**src/rtl/i2d_if_pfq_pkg.sv**
```systemverilog
// Shared types and constants for the i2d instruction prefetch unit.
// The HALT state is only present when I2D_IF_BUSERR_EN is defined.
package i2d_if_pfq_pkg;

    // Opcode byte placed in the top byte of the instruction word to form a NOP.
    localparam logic [7:0] I2D_INS_NOP = 8'h13;

`ifdef I2D_IF_BUSERR_EN
    typedef enum logic [1:0] {StIdle, StReq, StDrain, StHalt} if_state_e;
`else
    typedef enum logic [1:0] {StIdle, StReq, StDrain} if_state_e;
`endif

    // Queue entries are packed as {fault, pc, ins}; the fault flag is the MSB.
    function automatic int unsigned fault_bit(int unsigned aw, int unsigned dw);
        return aw + dw;
    endfunction

endpackage

```
**src/rtl/i2d_sync_fifo.sv**
```systemverilog
// Synchronous FIFO with flush and occupancy count; DEPTH must be a power of two.
module i2d_sync_fifo #(
    parameter int unsigned W     = 64,
    parameter int unsigned DEPTH = 4
) (
    input  logic                     clk_i,
    input  logic                     rst_ni,
    input  logic                     push_i,
    input  logic                     pop_i,
    input  logic                     flush_i,
    input  logic [W-1:0]             wdata_i,
    output logic [W-1:0]             rdata_o,
    output logic [$clog2(DEPTH):0]   count_o
);

    localparam int unsigned PW = $clog2(DEPTH);
    localparam int unsigned CW = PW + 1;

    logic [W-1:0]  mem_q [DEPTH];
    logic [PW-1:0] wr_q, wr_d, rd_q, rd_d;
    logic [CW-1:0] cnt_q, cnt_d;
    logic          full, do_push, do_pop;

    assign full    = (cnt_q == CW'(DEPTH));
    assign do_push = push_i & ~full & ~flush_i;
    assign do_pop  = pop_i & (cnt_q != '0) & ~flush_i;

    always_comb begin
        wr_d  = wr_q;
        rd_d  = rd_q;
        cnt_d = cnt_q;
        if (flush_i) begin
            wr_d  = '0;
            rd_d  = '0;
            cnt_d = '0;
        end else begin
            if (do_push) wr_d = wr_q + PW'(1);
            if (do_pop)  rd_d = rd_q + PW'(1);
            cnt_d = cnt_q + CW'(do_push) - CW'(do_pop);
        end
    end

    always_ff @(posedge clk_i) begin
        if (!rst_ni) begin
            wr_q  <= '0;
            rd_q  <= '0;
            cnt_q <= '0;
        end else begin
            wr_q  <= wr_d;
            rd_q  <= rd_d;
            cnt_q <= cnt_d;
        end
    end

    always_ff @(posedge clk_i) begin
        if (do_push) mem_q[wr_q] <= wdata_i;
    end

    assign rdata_o = mem_q[rd_q];
    assign count_o = cnt_q;

endmodule

```
**src/rtl/i2d_if_pfq.sv**
```systemverilog
// Prefetching instruction fetch unit: Wishbone classic read master feeding a DEPTH-entry queue.
// Define I2D_IF_BUSERR_EN to turn err_i into a faulting queue entry plus HALT instead of a retry.
module i2d_if_pfq
    import i2d_if_pfq_pkg::*;
#(
    parameter int unsigned   AW       = 32,
    parameter int unsigned   DW       = 32,
    parameter int unsigned   DEPTH    = 4,
    parameter logic [AW-1:0] RESET_PC = '0
) (
    input  logic          clk,
    input  logic          rst,
    output logic          cyc_o,
    output logic          stb_o,
    output logic [AW-1:0] adr_o,
    input  logic [DW-1:0] dat_i,
    input  logic          ack_i,
    input  logic          rty_i,
    input  logic          err_i,
    input  logic          if_en,
    input  logic          set_pc,
    input  logic [AW-1:0] new_pc,
    output logic          if_valid,
    input  logic          if_ready,
    output logic [DW-1:0] if_ins,
    output logic [AW-1:0] if_pc,
    output logic          if_busy,
    output logic          if_fault
);

    localparam int unsigned   BW      = DW / 8;
    localparam int unsigned   CW      = $clog2(DEPTH) + 1;
`ifdef I2D_IF_BUSERR_EN
    localparam int unsigned   EW      = fault_bit(AW, DW) + 1;
`else
    localparam int unsigned   EW      = AW + DW;
`endif
    localparam logic [AW-1:0] PcStep  = AW'(BW);
    localparam logic [AW-1:0] PcMask  = ~(AW'(BW - 1));
    localparam logic [DW-1:0] NopWord = DW'(I2D_INS_NOP) << (DW - 8);
    localparam logic [CW-1:0] DepthC  = CW'(DEPTH);

    if_state_e     st_q, st_d;
    logic [AW-1:0] pc_q, pc_d, adr_q, adr_d, redir_pc;
    logic          stb_q, stb_d;
    logic [CW-1:0] count;
    logic [CW:0]   cnt_after;
    logic [EW-1:0] wdata, rdata;
    logic          push, pop, ack_t, err_t, rty_t, term, credit_now, credit_after;

    // Terminations only count while a strobe is out; priority ack > err > rty.
    assign ack_t    = stb_q & ack_i;
    assign err_t    = stb_q & ~ack_i & err_i;
    assign rty_t    = stb_q & ~ack_i & ~err_i & rty_i;
    assign term     = ack_t | err_t | rty_t;
    assign redir_pc = new_pc & PcMask;

    assign if_valid = (count != '0);
    assign pop      = if_valid & if_ready & ~set_pc;

`ifdef I2D_IF_BUSERR_EN
    assign push  = (st_q == StReq) & (ack_t | err_t) & ~set_pc;
    assign wdata = {err_t, adr_q, (err_t ? NopWord : dat_i)};
`else
    assign push  = (st_q == StReq) & ack_t & ~set_pc;
    assign wdata = {adr_q, dat_i};
`endif

    // Outstanding is zero in IDLE; after an ack the slot is reused, so use post-push occupancy.
    assign cnt_after    = {1'b0, count} + (CW + 1)'(push) - (CW + 1)'(pop);
    assign credit_now   = (count < DepthC);
    assign credit_after = (cnt_after < {1'b0, DepthC});

    always_comb begin
        st_d  = st_q;
        pc_d  = pc_q;
        adr_d = adr_q;
        stb_d = stb_q;
        unique case (st_q)
            StIdle: begin
                if (set_pc) begin
                    pc_d = redir_pc;
                    if (if_en) begin
                        st_d  = StReq;
                        stb_d = 1'b1;
                        adr_d = redir_pc;
                    end
                end else if (if_en && credit_now) begin
                    st_d  = StReq;
                    stb_d = 1'b1;
                    adr_d = pc_q;
                end
            end
            StReq: begin
                if (set_pc) begin
                    pc_d = redir_pc;
                    if (!term) begin
                        st_d = StDrain;
                    end else if (if_en) begin
                        adr_d = redir_pc;
                    end else begin
                        st_d  = StIdle;
                        stb_d = 1'b0;
                    end
                end else if (ack_t) begin
                    pc_d = pc_q + PcStep;
                    if (if_en && credit_after) begin
                        adr_d = pc_q + PcStep;
                    end else begin
                        st_d  = StIdle;
                        stb_d = 1'b0;
                    end
`ifdef I2D_IF_BUSERR_EN
                end else if (err_t) begin
                    st_d  = StHalt;
                    stb_d = 1'b0;
`endif
                end
            end
            StDrain: begin
                if (set_pc) pc_d = redir_pc;
                if (term) begin
                    if (if_en) begin
                        st_d  = StReq;
                        adr_d = set_pc ? redir_pc : pc_q;
                    end else begin
                        st_d  = StIdle;
                        stb_d = 1'b0;
                    end
                end
            end
`ifdef I2D_IF_BUSERR_EN
            StHalt: begin
                if (set_pc) begin
                    pc_d = redir_pc;
                    if (if_en) begin
                        st_d  = StReq;
                        stb_d = 1'b1;
                        adr_d = redir_pc;
                    end else begin
                        st_d = StIdle;
                    end
                end
            end
`endif
            default: begin
                st_d  = StIdle;
                stb_d = 1'b0;
            end
        endcase
    end

    always_ff @(posedge clk) begin
        if (!rst) begin
            st_q  <= StIdle;
            pc_q  <= RESET_PC;
            adr_q <= '0;
            stb_q <= 1'b0;
        end else begin
            st_q  <= st_d;
            pc_q  <= pc_d;
            adr_q <= adr_d;
            stb_q <= stb_d;
        end
    end

    i2d_sync_fifo #(
        .W     (EW),
        .DEPTH (DEPTH)
    ) u_queue (
        .clk_i   (clk),
        .rst_ni  (rst),
        .push_i  (push),
        .pop_i   (pop),
        .flush_i (set_pc),
        .wdata_i (wdata),
        .rdata_o (rdata),
        .count_o (count)
    );

    assign cyc_o   = stb_q;
    assign stb_o   = stb_q;
    assign adr_o   = adr_q;
    assign if_ins  = if_valid ? rdata[DW-1:0] : NopWord;
    assign if_pc   = if_valid ? rdata[AW+DW-1:DW] : '0;
    assign if_busy = ~if_valid | (st_q == StDrain);
`ifdef I2D_IF_BUSERR_EN
    assign if_fault = if_valid & rdata[EW-1];
`else
    assign if_fault = 1'b0;
`endif

endmodule

```
**config.mk**
```make
export PLATFORM = sky130hd
export DESIGN_NAME = i2d_if_pfq
export DESIGN_NICKNAME = d
export VERILOG_FILES = /design/src/rtl/i2d_if_pfq_pkg.sv /design/src/rtl/i2d_sync_fifo.sv /design/src/rtl/i2d_if_pfq.sv
export SDC_FILE = /design/constraint.sdc
export NUM_CORES = 1
export LEC_CHECK = 0
export ABC_CLOCK_PERIOD_IN_PS = 4700
export CAP_MARGIN = 15
export CORE_MARGIN = 8
export CORE_UTILIZATION = 30
export DETAILED_ROUTE_END_ITERATION = 10
export SYNTH_ARGS = -nofsm -noshare
export SYNTH_HDL_FRONTEND = slang
export SYNTH_SLANG_ARGS = --single-unit
```
**constraint.sdc**
```tcl
create_clock -name clk -period 4.7 [get_ports clk]
set_input_delay 0.94 -clock clk [delete_from_list [all_inputs] [get_ports clk]]
set_output_delay 0.94 -clock clk [all_outputs]
set_load 0.1 [all_outputs]
```
Word-level counts from Yosys, hierarchy flattened. Memory sizes are Yosys's and may differ from the RTL's. A register that Yosys moved wholly into a read port is not among the register bits. Cells that the tools add are included.

Flip-flop bits (word level): 74. Latch bits: 0. Bits in writable memories: 256. ROM bits: 0. Output and inout bits: 101. Memories kept: 1.

$add $sub $neg: 7. $mul: 0. Divide/modulo/power cells: 0. Order comparisons: 2. Equality and inequality tests: 12. Shift-type cells: 0. Muxes and demuxes: 40. Bitwise operators: 22. Reduce and logical (&&, ||, !) cells: 12.

Memories: u_queue.mem_q (depth 4, bits a word 64, rd ports 1, clocked after Yosys merged registers in 1, wr ports 1, RTL line i2d_sync_fifo.sv:19) `logic [W-1:0] mem_q [DEPTH];`.

Operator list (number): $mux W32 (14); $pmux W32 S3 (1); $pmux W32 S2 (1); $add A32 B3 Y32 const B (1); $mux W2 (11); $ne A3 B3 Y1 const B (5); $and A1 B1 Y1 (13); $mux W1 (11); $reduce_and A7 Y1 (1); $not A1 Y1 (6); $pmux W2 S3 (1); $reduce_and A6 Y1 (1); $reduce_bool A3 Y1 (2); $add A2 B1 Y2 const B (2); $add A3 B1 Y4 (1); $lt A4 B3 Y1 const B (1); $ne A2 B2 Y1 const B (2); $ne A4 B4 Y1 const B (1); $reduce_and A4 Y1 (1); $reduce_or A2 Y1 (2); $sub A4 B1 Y4 (1); $add A3 B1 Y3 (1); $eq A3 B3 Y1 const B (1); $lt A3 B3 Y1 const B (1); other kinds (10) (13).

Logic depth before layout (Yosys ltp). Gate-level depths: netlist of the first run.

Word-level depth: 11. Mapped depth: 16.

By module. A second synthesis of the first run with hierarchy kept.

Cell total of the unflattened synthesis: 1093. Area, all modules: 14971.9 um2.

Modules (own cells, without submodules): i2d_sync_fifo (instances 1, cells an instance 385, area each 9740.6 um2); i2d_if_pfq (instances 1, cells an instance 708, area each 5231.3 um2).

Worst setup path after synthesis of the first run. OpenSTA, ideal clock, no wires.

Path kind: input port to flip-flop. Start point: input port set_pc. End point: memory u_queue.mem_q[0][0], enable pin. Setup time: 0.429 ns. Arrival: 3.243 ns. Setup slack: 1.029 ns. Cell stages on the path: 4. Cell sequence: buf_2 > nand4b_4 > a21oi_1 > and2_1.

Word-level cells in the longest chain between the ends: 6.

RTL lines: start: declaration (RTL line i2d_if_pfq.sv:21) `input logic set_pc,`; $not A1 Y1 (*) (RTL line i2d_sync_fifo.sv:25, i2d_if_pfq.sv:65); $and A1 B1 Y1 (RTL line i2d_if_pfq.sv:65) `assign push = (st_q == StReq) & ack_t & ~set_pc;`; $and A1 B1 Y1 (RTL line i2d_sync_fifo.sv:25) `assign do_push = push_i & ~full & ~flush_i;`; $and A1 B1 Y1 (*) (RTL line i2d_sync_fifo.sv:25); via u_queue.do_push (RTL line i2d_sync_fifo.sv:22) `logic full, do_push, do_pop;`; $mux W1 (*) (RTL line i2d_sync_fifo.sv:56) `if (do_push) mem_q[wr_q] <= wdata_i;`; $mux W1 (implied by the code) (*) (RTL line i2d_sync_fifo.sv:56); end: declaration (RTL line i2d_sync_fifo.sv:19).

Mark *: on every way through the listed nets, which the timed path passes. The rest lies on a longest branch.

==> results of run 1 <==
[Yosys cell counts (8+ instances only)]
library cell | number | area (sq um)
a211oi_1 | 8 | 60.1
a21o_1 | 9 | 67.6
a21oi_1 | 88 | 440
a221oi_1 | 8 | 70.1
a31oi_1 | 21 | 131
a32oi_1 | 8 | 70.1
and2_1 | 12 | 75.1
and3_1 | 16 | 100
buf_2 | 27 | 135
clkbuf_1 | 53 | 199
dfxtp_1 | 76 | 1520
edfxtp_1 | 256 | 7690
ha_1 | 14 | 175
inv_1 | 26 | 97.6
mux2_2 | 16 | 180
mux2i_1 | 16 | 160
mux4_2 | 64 | 1440
nand2_1 | 92 | 345
nand3_1 | 39 | 195
nand4_1 | 16 | 100
nor2_1 | 66 | 248
nor2b_1 | 64 | 400
nor3_1 | 15 | 75.1
o211ai_1 | 9 | 67.6
o21ai_0 | 35 | 175
o21ai_1 | 11 | 55.1
o221a_2 | 9 | 101
[how the worst max path moves through the flow]
stage | startpoint | slack, ns | to
after floorplan | set_pc | 1.03 | u_queue.mem_q[0][0]
after global placement | flop | 1.04 | if_pc[27]
after detailed placement | flop | 1.06 | if_pc[27]
after CTS | flop | 0.46 | if_pc[27]
after global routing | flop | 0.34 | if_pc[28]
final | flop | 0.57 | if_pc[27]
[critical path: cells and delay by family (launching register included)]
kind	cells	cell delay, ns
buffers and inverters	2	1.49
and+or+nand+nor	1	0.26
DFF	1	0.64
muxes	1	0.25
[logic make-up (layout without fill, tap and decap cells)]
logic type / Yosys count / count (layout) / synth area share [%]
AOI/OAI and AO/OA: 275 / 275 / 12.0
xor gates and xnor gates: 10 / 10 / 0.563
adders and majority gates: 15 / 15 / 1.26
buffers and inverters: 121 / 305 / 3.40
DFF: 332 / 332 / 59.2
muxes: 96 / 96 / 11.5
other: 1 / 3 / 0.0241
and+or+nand+nor: 356 / 356 / 12.0
[power by group through the flow]
stage,sequential (mW),clock (mW),combinational (mW)
4_1_cts,3.72,2.86,2.29
3_5_place_dp,3.78,0,2.28
2_1_floorplan,4.27,0,0.984
3_3_place_gp,3.76,0,2.27
5_1_grt,3.75,2.96,2.41
6_report,3.71,2.78,2.29
[per-stage QoR]
stage,power [mW],instances
floorplan,5.25,1206
global placement,6.04,2003
detailed placement,6.07,2003
CTS,8.87,2070
global route,9.12,2071
finish,8.79,2072
[flip-flops by register name, summed over array words and instances, names as in the netlist, named ones only]
name	cells
adr_o	32
cyc_o	1
pc_q	32
st_q	2
u_queue.count_o	3
u_queue.mem_q	256
u_queue.rd_q	2
u_queue.wr_q	2
[layer usage]
layer	up-vias	routed length, microns	GRT usage (%)
met3	72	3410	3.57
met1	5420	19900	20.0
met2	422	21300	23.9
met5	-	0	0
met4	0	994	3.98
li1	4999	-	-
[cell type report]
class	count	area (sq um)	share of cell area (%)
Antenna cell	2	5.00	0.0261
Tap cell	680	851	4.43
Multi-Input combinational cell	753	5830	30.4
Timing Repair Buffer	210	2040	10.6
Inverter	28	105	0.547
Clock buffer	42	945	4.92
Clock inverter	25	204	1.06
Sequential cell	332	9220	48.0
==> impl_results.md, run 1 <==
* Data arrival, critical path at 3.19 ns
* Cell Pwr Density at 458 nW/um^2
* CTS clk-pin slew, worst paths at 0.06 ns
* Hold buffers post-CTS at 0
* GP Congestion at 0.874
* Min-delay src: pc_q[0]
* P_int at 5.62 mW
* CP Launch Type: flop
* Max Freq at 242 MHz
* Maximum root-to-sink buffer count at 3
* CTS tree: done
* Most frequent cells in the layout: edfxtp_1, clkdlybuf4s50_1, nand2_1, a21oi_1, dfxtp_1
* Max_slew headroom at 27.1%
* Setup repair bufs after CTS at 0
* Synth Register Bits at 332
* Initial Util at 30.3%
* Clk_skew at 0.0248 ns
* Mapped Cells at 1206
* Worst path required time at 3.76 ns
* DR pass1 iterations at 6
* Grt ovf at 0
* Final worst slack at 0.566 ns
* Later-pin clock latency in the skew report at 0.56 ns
* Syn Area/Cell at 12.9 sq um
* Worst IR Drop VDD at 0.277 mV
* Worst r2r src: u_queue.count_o[1]
* Commonest non-fill, non-tap cell in the layout: edfxtp_1
* Min-delay worst type: reg2reg
* Die X at 244 microns
* Final Critical Period at 4.13 ns
* FILL cells at 5008
* Number of routed nets with antenna violations at 0
* Crit. End Element: output port
* Register area share after synthesis at 59.2%
* Total CTS buffers at 37
* # DRC at 0
* Clk sink count at 332
* Htree depth at 2
* # rows at 83
* Final Max Tran Viols at 0
* DRT Wirelength at 45.6 mm
* Worst Tran Pin Value at 1.09 ns
* Total core area at 51300 sq um
* Drt first-iter violations at 988
* Vias per cell at 5.27
* Fin util at 37.4%
* Critical Path, Cell by Cell: buf_12 -> mux4_2 -> nor2b_1 -> clkdlybuf4s50_1
* IO buf count at 169
* Top-level I/O count at 173
* Final Hold Fails at 0
* Final setup viols at 0
* Routed WL per cell at 22.0 microns
* Post-route design area at 19200 sq um
* Largest net degree at the start of global routing at 66
* Maxcap violations at 0
* Hold Path Depth at 2
* Setup TNS at 0 ns
* RSZ-0062 raised after global routing: false
* Post-DP Area at 18000 sq um
* Delay of the slowest critical-path stage at 1.20 ns
* Worst-path fanout max at 23
* Worst reg2reg endpoint: adr_o[7]
* Fin crit share at 88.0%
* Slowest-stage cell, CP: clkdlybuf4s50_1
* Status: completed
* Sequential share of power at 42.3%
* Primary flip-flop cell chosen by synthesis mapping: edfxtp_1
* Layout cells sized above 1 at 17.4%
* Comb pwr share at 26.1%
* Reg2reg setup slack at 1.43 ns
* Clock share of power at 31.7%
* Synth cell types at 80
* Leakage at 6.22 nW
* Synthesized Nets at 1293
* Wire length of the first global-routing pass at 69.4 mm
* Post-synth EDFFs at 256
* # nets final at 1449
* CTS resizes at 0
* Via count at 10900
* Root buf cell: clkbuf_16
* Total GRT Usage at 14.9%
* Synth warn at 0
* DIE HEIGHT at 244 microns
* Initial antenna violation count at 3
* Hold Slack at 0.482 ns
* Hold Path Sink: adr_o[0]
* Vias in the first global route at 10900
* Layout area overhead at 23.5%
* Reg2reg path depth at 14
* Switching power at 3.17 mW
* CP Class: reg2out
* Placement Setup Slack at 1.06 ns
* Die area at 59400 sq um
* Hpwl dp at 30.4 mm
* Syn Std Cell Area at 15500 sq um
* FFs w/ async S/R, synth at 0%
* Sw frac at 36.0%
Note: power is estimated with default switching activity, not from simulation.
==> run 2, diff against run 1 <==
- SYNTH_HIERARCHICAL: unset -> 1
- TNS_END_PERCENT: unset -> 5
==> run 2 against run 1 <==
  * Via count down 9.1%
  * Combinational power down 7%
  * Synthesized cell count shrank 9.4%
  * Hold slack better by 0.0065 ns
  * Sequential share of layout area is 2.2 points higher
  * Critical path depth is 1 lower
  * Global-route usage decreased by 0.72 points
  * Largest power group unchanged
  * Register-to-register slack lost 0.32 ns
  * Clock power rose by 4%
  * Area after synthesis fell by 3.7%
  * First-iteration DRC count fell by 6.3%
==> impl_results.md, run 2 <==
* Status: completed
* Syn Area/Cell at 13.7 sq um (+6.2%)
* Later-pin clock latency in the skew report at 0.53 ns (-0.03 ns)
* Drt first-iter violations at 926 (-6.3%)
* Initial Util at 30.1% (-0.22 points)
* FFs w/ async S/R, synth at 0% (unchanged)
* Clk sink count at 332 (unchanged)
* Final setup viols at 0 (unchanged)
* CTS resizes at 0 (unchanged)
* Worst Tran Pin Value at 1.06 ns (-0.0281 ns)
* Synth warn at 6 (+6)
* Htree depth at 2 (unchanged)
* CP Launch Type: flop
* Synth cell count leaders: edfxtp_1, dfxtp_1, and2_1
* Commonest non-fill, non-tap cell in the layout: edfxtp_1
* Largest register FFs at 256 (unchanged)
* DIE HEIGHT at 239 microns (-1.8%)
* DRT Wirelength at 41.4 mm (-9.2%)
* Fin crit share at 81.7% (-6.3 points)
* Layout Cells excl Fill at 1940 (-6.4%)
* Yosys top cell area share at 51.3% (+1.9 points)
* Primary flip-flop cell chosen by synthesis mapping: edfxtp_1
* Routed WL per cell at 21.3 microns (-3.0%)
* Post-synth EDFFs at 256 (unchanged)
* Final Hold Fails at 0 (unchanged)
* CP Class: reg2out
* CTS clk-pin slew, worst paths at 0.06 ns (about the same)
* Most flops, register: u_queue/mem_q
* Most frequent cells in the layout: edfxtp_1, clkdlybuf4s50_1, buf_4, dfxtp_1, and2_1
* Total CTS buffers at 36 (-2.7%)
* Top-level I/O count at 173 (unchanged)
* Syn Std Cell Area at 15000 sq um (-3.7%)
* Slowest-stage cell, CP: clkdlybuf4s50_1
* Layout area overhead at 22.7%
* Delay of the slowest critical-path stage at 0.97 ns (-0.23 ns)
* Max Freq at 260 MHz (+7.7%)
* Synthesized Nets at 1180 (-8.7%)
* Cell Pwr Density at 480 nW/um^2 (+4.8%)
* Number of routed nets with antenna violations at 0 (unchanged)
* Synth Register Bits at 332 (unchanged)
* Final Critical Period at 3.84 ns (-0.294 ns)
* Worst-path fanout max at 19 (-17%)
* Clk_skew at 0.0142 ns (-0.0106 ns)
* # DRC at 0 (unchanged)
* Die area at 57300 sq um (-3.5%)
* # rows at 82 (-1.2%)
* GP Congestion at 0.873 (-0.10%)
* FILL cells at 4740 (-5.4%)
* Critical Path, Cell by Cell: or3_2 -> and2_1 -> clkdlybuf4s50_1
* Count leader, synth: edfxtp_1
* Synth cell types at 78 (-2.5%)
* Largest net degree at the start of global routing at 63 (-4.5%)
* Maximum root-to-sink buffer count at 3 (unchanged)
* Min-delay worst type: reg2reg
* Via count at 9923 (-9.1%)
* Hpwl dp at 27.0 mm (-11%)
* Initial antenna violation count at 1 (-2)
* Vias per cell at 5.11 (-2.9%)
* Synth area leader: edfxtp_1
* Setup TNS at 0 ns (unchanged)
* Setup repair bufs after CTS at 0 (unchanged)
* Die X at 239 microns (-1.8%)
* Root buf cell: clkbuf_16
* # nets final at 1328 (-8.4%)
* IO buf count at 169 (unchanged)
* Crit. End Element: output port
* Mapped Cells at 1093 (-9.4%)
* Vias in the first global route at 9925 (-9.1%)
* Leakage at 6.07 nW (-2.4%)
* Largest delay share family, worst path: simple AND/OR/NAND/NOR gates
* Final Max Tran Viols at 0 (unchanged)
* Top post-synthesis cells by area: edfxtp_1, dfxtp_1, mux4_2, and2_1, o21ai_0
* Wire length of the first global-routing pass at 61.9 mm (-11%)
* Worst path required time at 3.76 ns (about the same)
* WP buf/inv at 1 (-1)
* Layout cells sized above 1 at 18.7% (+1.3 points)
* Total core area at 49800 sq um (-3.0%)
* Grt ovf at 0 (unchanged)
* Placed Cells at 1875 (-6.4%)
* RSZ-0062 raised after global routing: false
* Total GRT Usage at 14.2% (-0.72 points)
* Register area share after synthesis at 61.5% (+2.3 points)
* Reg area at 9220 sq um (unchanged)
* Multi-input logic area at 5290 sq um (-9.2%)
* CTS tree: done
* Hold Slack at 0.489 ns (+0.00655 ns)
* Maxcap violations at 0 (unchanged)
* Max_slew headroom at 29.0% (+1.9 points)
* Data arrival, critical path at 2.90 ns (-0.29 ns)
* Hold buffers post-CTS at 0 (unchanged)
* DR pass1 iterations at 5 (-1)
* Worst IR Drop VDD at 0.191 mV (-31%)
run 2: kinds of logic (layout without fill, tap and decap cells):
family / count (synthesis) / after routing / share of synthesized area, %
DFF: 332 / 332 / 61.5
and+or+nand+nor: 306 / 306 / 11.1
AOI/OAI and AO/OA: 237 / 237 / 10.6
buffers and inverters: 98 / 272 / 3.29
muxes: 83 / 83 / 10.9
xor gates and xnor gates: 21 / 21 / 1.23
adders and majority gates: 15 / 15 / 1.30
other: 1 / 2 / 0.0250
run 2: power by group:
part | total, mW | switching (mW) | internal, mW
Sequential | 3.79 | 0.362 | 3.43
Clock | 2.88 | 1.17 | 1.72
Combinational | 2.13 | 1.56 | 0.573
Total | 8.81 | 3.09 | 5.72
run 2: metrics by stage:
step | power, mW | instance area, sq um | util [%] | worst slack, ns
2_1_floorplan | 5.26 | 15000 | - | 0.862
3_3_place_gp | 5.95 | 17200 | 34.5 | 0.673
3_5_place_dp | 5.99 | 17200 | 34.5 | 0.694
4_1_cts | 8.91 | 18400 | 36.9 | 0.778
5_1_grt | 9.16 | 18400 | 36.9 | 0.763
6_report | 8.81 | 18400 | 36.9 | 0.860
run 2: area by class of cell:
type,instances,area share [%]
clock buffer,39,5.08
inverter,18,0.368
sequential,332,50.2
antenna,1,0.0136
multi-input combinational,663,28.8
timing repair buffer,190,9.53
tap,672,4.58
clock inverter,25,1.43
run 2: tightest hold or removal path, cell delays in order (launching register included):
cell	delay [ns]
dfxtp_1	0.31
nand3_1	0.06
a21boi_0	0.07
run 2: final timing paths:
kind                                         start   endpoint  slack (ns)  depth (start not counted)
worst max-delay path            u_queue/count_o[1]  if_ins[6]        0.86                          3
worst min-delay path                       pc_q[1]   adr_o[1]        0.49                          2
worst max register to register  u_queue/count_o[1]  adr_o[11]        1.11                         12
worst min register to register             pc_q[1]   adr_o[1]        0.49                          2
run 2: layer usage:
| metal | up-vias | GRT usage [%] | share of wire [%] |
|---|---|---|---|
| met5 | - | 0 | 0.031 |
| met4 | 2 | 3.75 | 2.1 |
| met3 | 68 | 4.33 | 8.7 |
| met2 | 368 | 22.8 | 47 |
| met1 | 4949 | 18.5 | 42 |
| li1 | 4536 | - | - |
==> run 3, diff against run 2 <==
- ABC_CLOCK_PERIOD_IN_PS: 4700 -> 3970
- clock period: 4.7 -> 3.97 ns (I/O delays scaled with it)
==> run 3 against run 2 <==
  * Global-route usage fell by 0.076 points
  * Flip-flop and latch count stayed put
  * Critical path depth grew 12
==> impl_results.md, run 3 (same netlist as run 2, synthesis figures left out) <==
* # nets final at 1341 (+0.98%)
* Number of routed nets with antenna violations at 0 (unchanged)
* Max Freq at 297 MHz
* Vias in the first global route at 9922 (-0.030%)
* GP Congestion at 0.889 (+1.8%)
* Delay of the slowest critical-path stage at 0.44 ns (-0.53 ns)
* Final Max Tran Viols at 0 (unchanged)
* Clock share of power at 33.7% (+1.0 points)
* Critical Path, Cell by Cell: inv_1 -> ha_1 -> nand2_1 -> nor2_1 -> inv_1 -> ha_1 -> inv_1 -> ha_1 -> and3b_1 -> or3_1 -> a211oi_2 -> o21ba_2 -> buf_12 -> o2111ai_1 -> o211a_1
* Worst path required time at 4.40 ns (+0.64 ns)
* Comb pwr share at 24.0% (-0.2 points)
* Hpwl dp at 27.5 mm (+2.0%)
* Hold buffers post-CTS at 0 (unchanged)
* Hold Path Depth at 1 (-1)
* Worst r2r src: st_q[1]
* Fin crit share at 84.9%
* Final Critical Period at 3.37 ns
* Worst Tran Pin Value at 1.06 ns (-0.00640 ns)
* Later-pin clock latency in the skew report at 0.54 ns (about the same)
* Via count at 10000 (+0.95%)
* Total GRT Usage at 14.1% (-0.076 points)
* Final setup viols at 0 (unchanged)
* Die area at 57300 sq um (unchanged)
* Reg2reg path depth at 15 (+3)
* Hold Path Sink: pc_q[1]
* Setup TNS at 0 ns (unchanged)
* Initial Util at 30.1% (unchanged)
* Status: completed
* Wire length of the first global-routing pass at 62.2 mm (+0.50%)
* CTS tree: done
* ANT cells at 0 (-1)
* RSZ-0062 raised after global routing: false
* Min-delay worst type: reg2reg
* Die X at 239 microns (unchanged)
* FILL cells at 4711 (-0.61%)
* Routed WL per cell at 21.0 microns (-1.7%)
* Maximum root-to-sink buffer count at 3 (unchanged)
* Top-level I/O count at 173 (unchanged)
* Htree depth at 2 (unchanged)
* CP Launch Type: flop
* Layout area overhead at 24.2%
* Most frequent cells in the layout: edfxtp_1, clkdlybuf4s50_1, buf_4, dfxtp_1, and2_1
* Reg2reg setup slack at 0.60 ns (-0.51 ns)
* Cell Pwr Density at 570 nW/um^2 (+19%)
* Total CTS buffers at 38 (+5.6%)
* WP buf/inv at 4 (+3)
* Drt first-iter violations at 973 (+5.1%)
* Total core area at 49800 sq um (unchanged)
* Commonest non-fill, non-tap cell in the layout: edfxtp_1
* Leakage at 6.21 nW (+2.3%)
* # DRC at 0 (unchanged)
* Initial antenna violation count at 0 (-1)
* Maxcap violations at 0 (unchanged)
* Max_slew headroom at 29.4% (+0.43 points)
* CTS clk-pin slew, worst paths at 0.06 ns (about the same)
* Worst-path fanout max at 20 (+1)
* Largest net degree at the start of global routing at 67 (+6.3%)
* Switching power at 3.64 mW (+18%)
* Sequential share of power at 42.3% (-0.8 points)
* CP Class: reg2reg
* Worst IR Drop VDD at 0.266 mV (+39%)
* Root buf cell: clkbuf_16
* P_int at 6.97 mW (+22%)
* Layout cells sized above 1 at 19.4% (+0.72 points)
* Clk sink count at 332 (unchanged)
* # rows at 82 (unchanged)
* Fin util at 37.4% (+0.47 points)
* Slowest-stage cell, CP: ha_1
* DIE HEIGHT at 239 microns (unchanged)
* DR pass1 iterations at 6 (+1)
* Grt ovf at 0 (unchanged)
* DRT Wirelength at 41.0 mm (-0.98%)
* Vias per cell at 5.13 (+0.22%)
* Most flops, register: u_queue/mem_q
* Largest delay share family, worst path: compound AO/OA/AOI/OAI gates
* Min-delay src: pc_q[1]
* CTS resizes at 0 (unchanged)
* Crit. End Element: flop
* Clk_skew at 0.0116 ns (-0.00257 ns)
* Setup repair bufs after CTS at 0 (unchanged)
* Final Hold Fails at 0 (unchanged)
* Largest register FFs at 256 (unchanged)
* Data arrival, critical path at 3.80 ns (+0.90 ns)
* IO buf count at 169 (unchanged)
* Worst reg2reg endpoint: adr_o[11]
* Sw frac at 34.3% (-0.75 points)
==> run 3: cell count changes in the layout (fill, tap and decap cells not counted), moves of 3 or more <==
cell / before / now
buf_12: 5 / 12
clkbuf_16: 37 / 42
clkinv_2: 7 / 4
clkinvlp_4: 5 / 2
clkdlybuf4s50_1: 106 / 101
clkbuf_1: 2 / 6
buf_4: 77 / 86
==> run 3: how the worst max path moves through the flow <==
| stage | start | endpoint | slack, ns | depth (start not counted) |
|---|---|---|---|---|
| CTS | st_q[1] | adr_o[20] | 0.54 | 15 |
| finish | st_q[1] | adr_o[11] | 0.60 | 15 |
| floorplan | set_pc | adr_o[3] | 0.28 | 15 |
| global placement | ack_i | adr_o[11] | 0.23 | 14 |
| detailed placement | ack_i | adr_o[20] | 0.22 | 14 |
| global route | st_q[1] | adr_o[14] | 0.33 | 15 |
==> run 3: metrics by stage <==
step | power [mW] | cells | instance area (sq um) | worst slack [ns] | hold WS [ns]
2_1_floorplan | 6.23 | 1093 | 15000 | 0.278 | 0.450
3_3_place_gp | 7.08 | 1886 | 17300 | 0.227 | 0.466
3_5_place_dp | 7.11 | 1886 | 17300 | 0.216 | 0.474
4_1_cts | 10.7 | 1954 | 18600 | 0.536 | 0.484
5_1_grt | 11.0 | 1954 | 18600 | 0.331 | 0.509
6_report | 10.6 | 1954 | 18600 | 0.598 | 0.484
==> run 3: cell type report <==
cell class | count | area (sq um) | area share, %
Multi-Input combinational cell | 663 | 5290 | 28.4
Inverter | 18 | 67.6 | 0.363
Timing Repair Buffer | 201 | 1910 | 10.3
Tap cell | 672 | 841 | 4.52
Clock buffer | 49 | 1090 | 5.85
Clock inverter | 19 | 194 | 1.04
Sequential cell | 332 | 9220 | 49.6
==> run 3: worst reg2reg max path: stages (launching register included) <==
cell	delay (ns)
dfxtp_1	0.34
inv_1	0.08
ha_1	0.44
nand2_1	0.18
nor2_1	0.16
inv_1	0.06
ha_1	0.17
inv_1	0.05
ha_1	0.21
and3b_1	0.19
or3_1	0.32
a211oi_2	0.31
o21ba_2	0.33
buf_12	0.20
o2111ai_1	0.11
o211a_1	0.14
==> run 3: power by group through the flow <==
stage	logic, mW	clock network (mW)	registers, mW
3_5_place_dp	2.54	0	4.57
3_3_place_gp	2.53	0	4.54
6_report	2.55	3.57	4.49
2_1_floorplan	0.974	0	5.25
4_1_cts	2.55	3.67	4.50
5_1_grt	2.68	3.81	4.54
==> run 3: layer usage <==
metal  up-vias  GRT usage [%]  share of wire, %
met3        67           3.43               7.2
met4         0           3.88               2.3
met1      5030           19.2                44
met5         -              0                 0
li1       4561              -                 -
met2       359           22.3                46
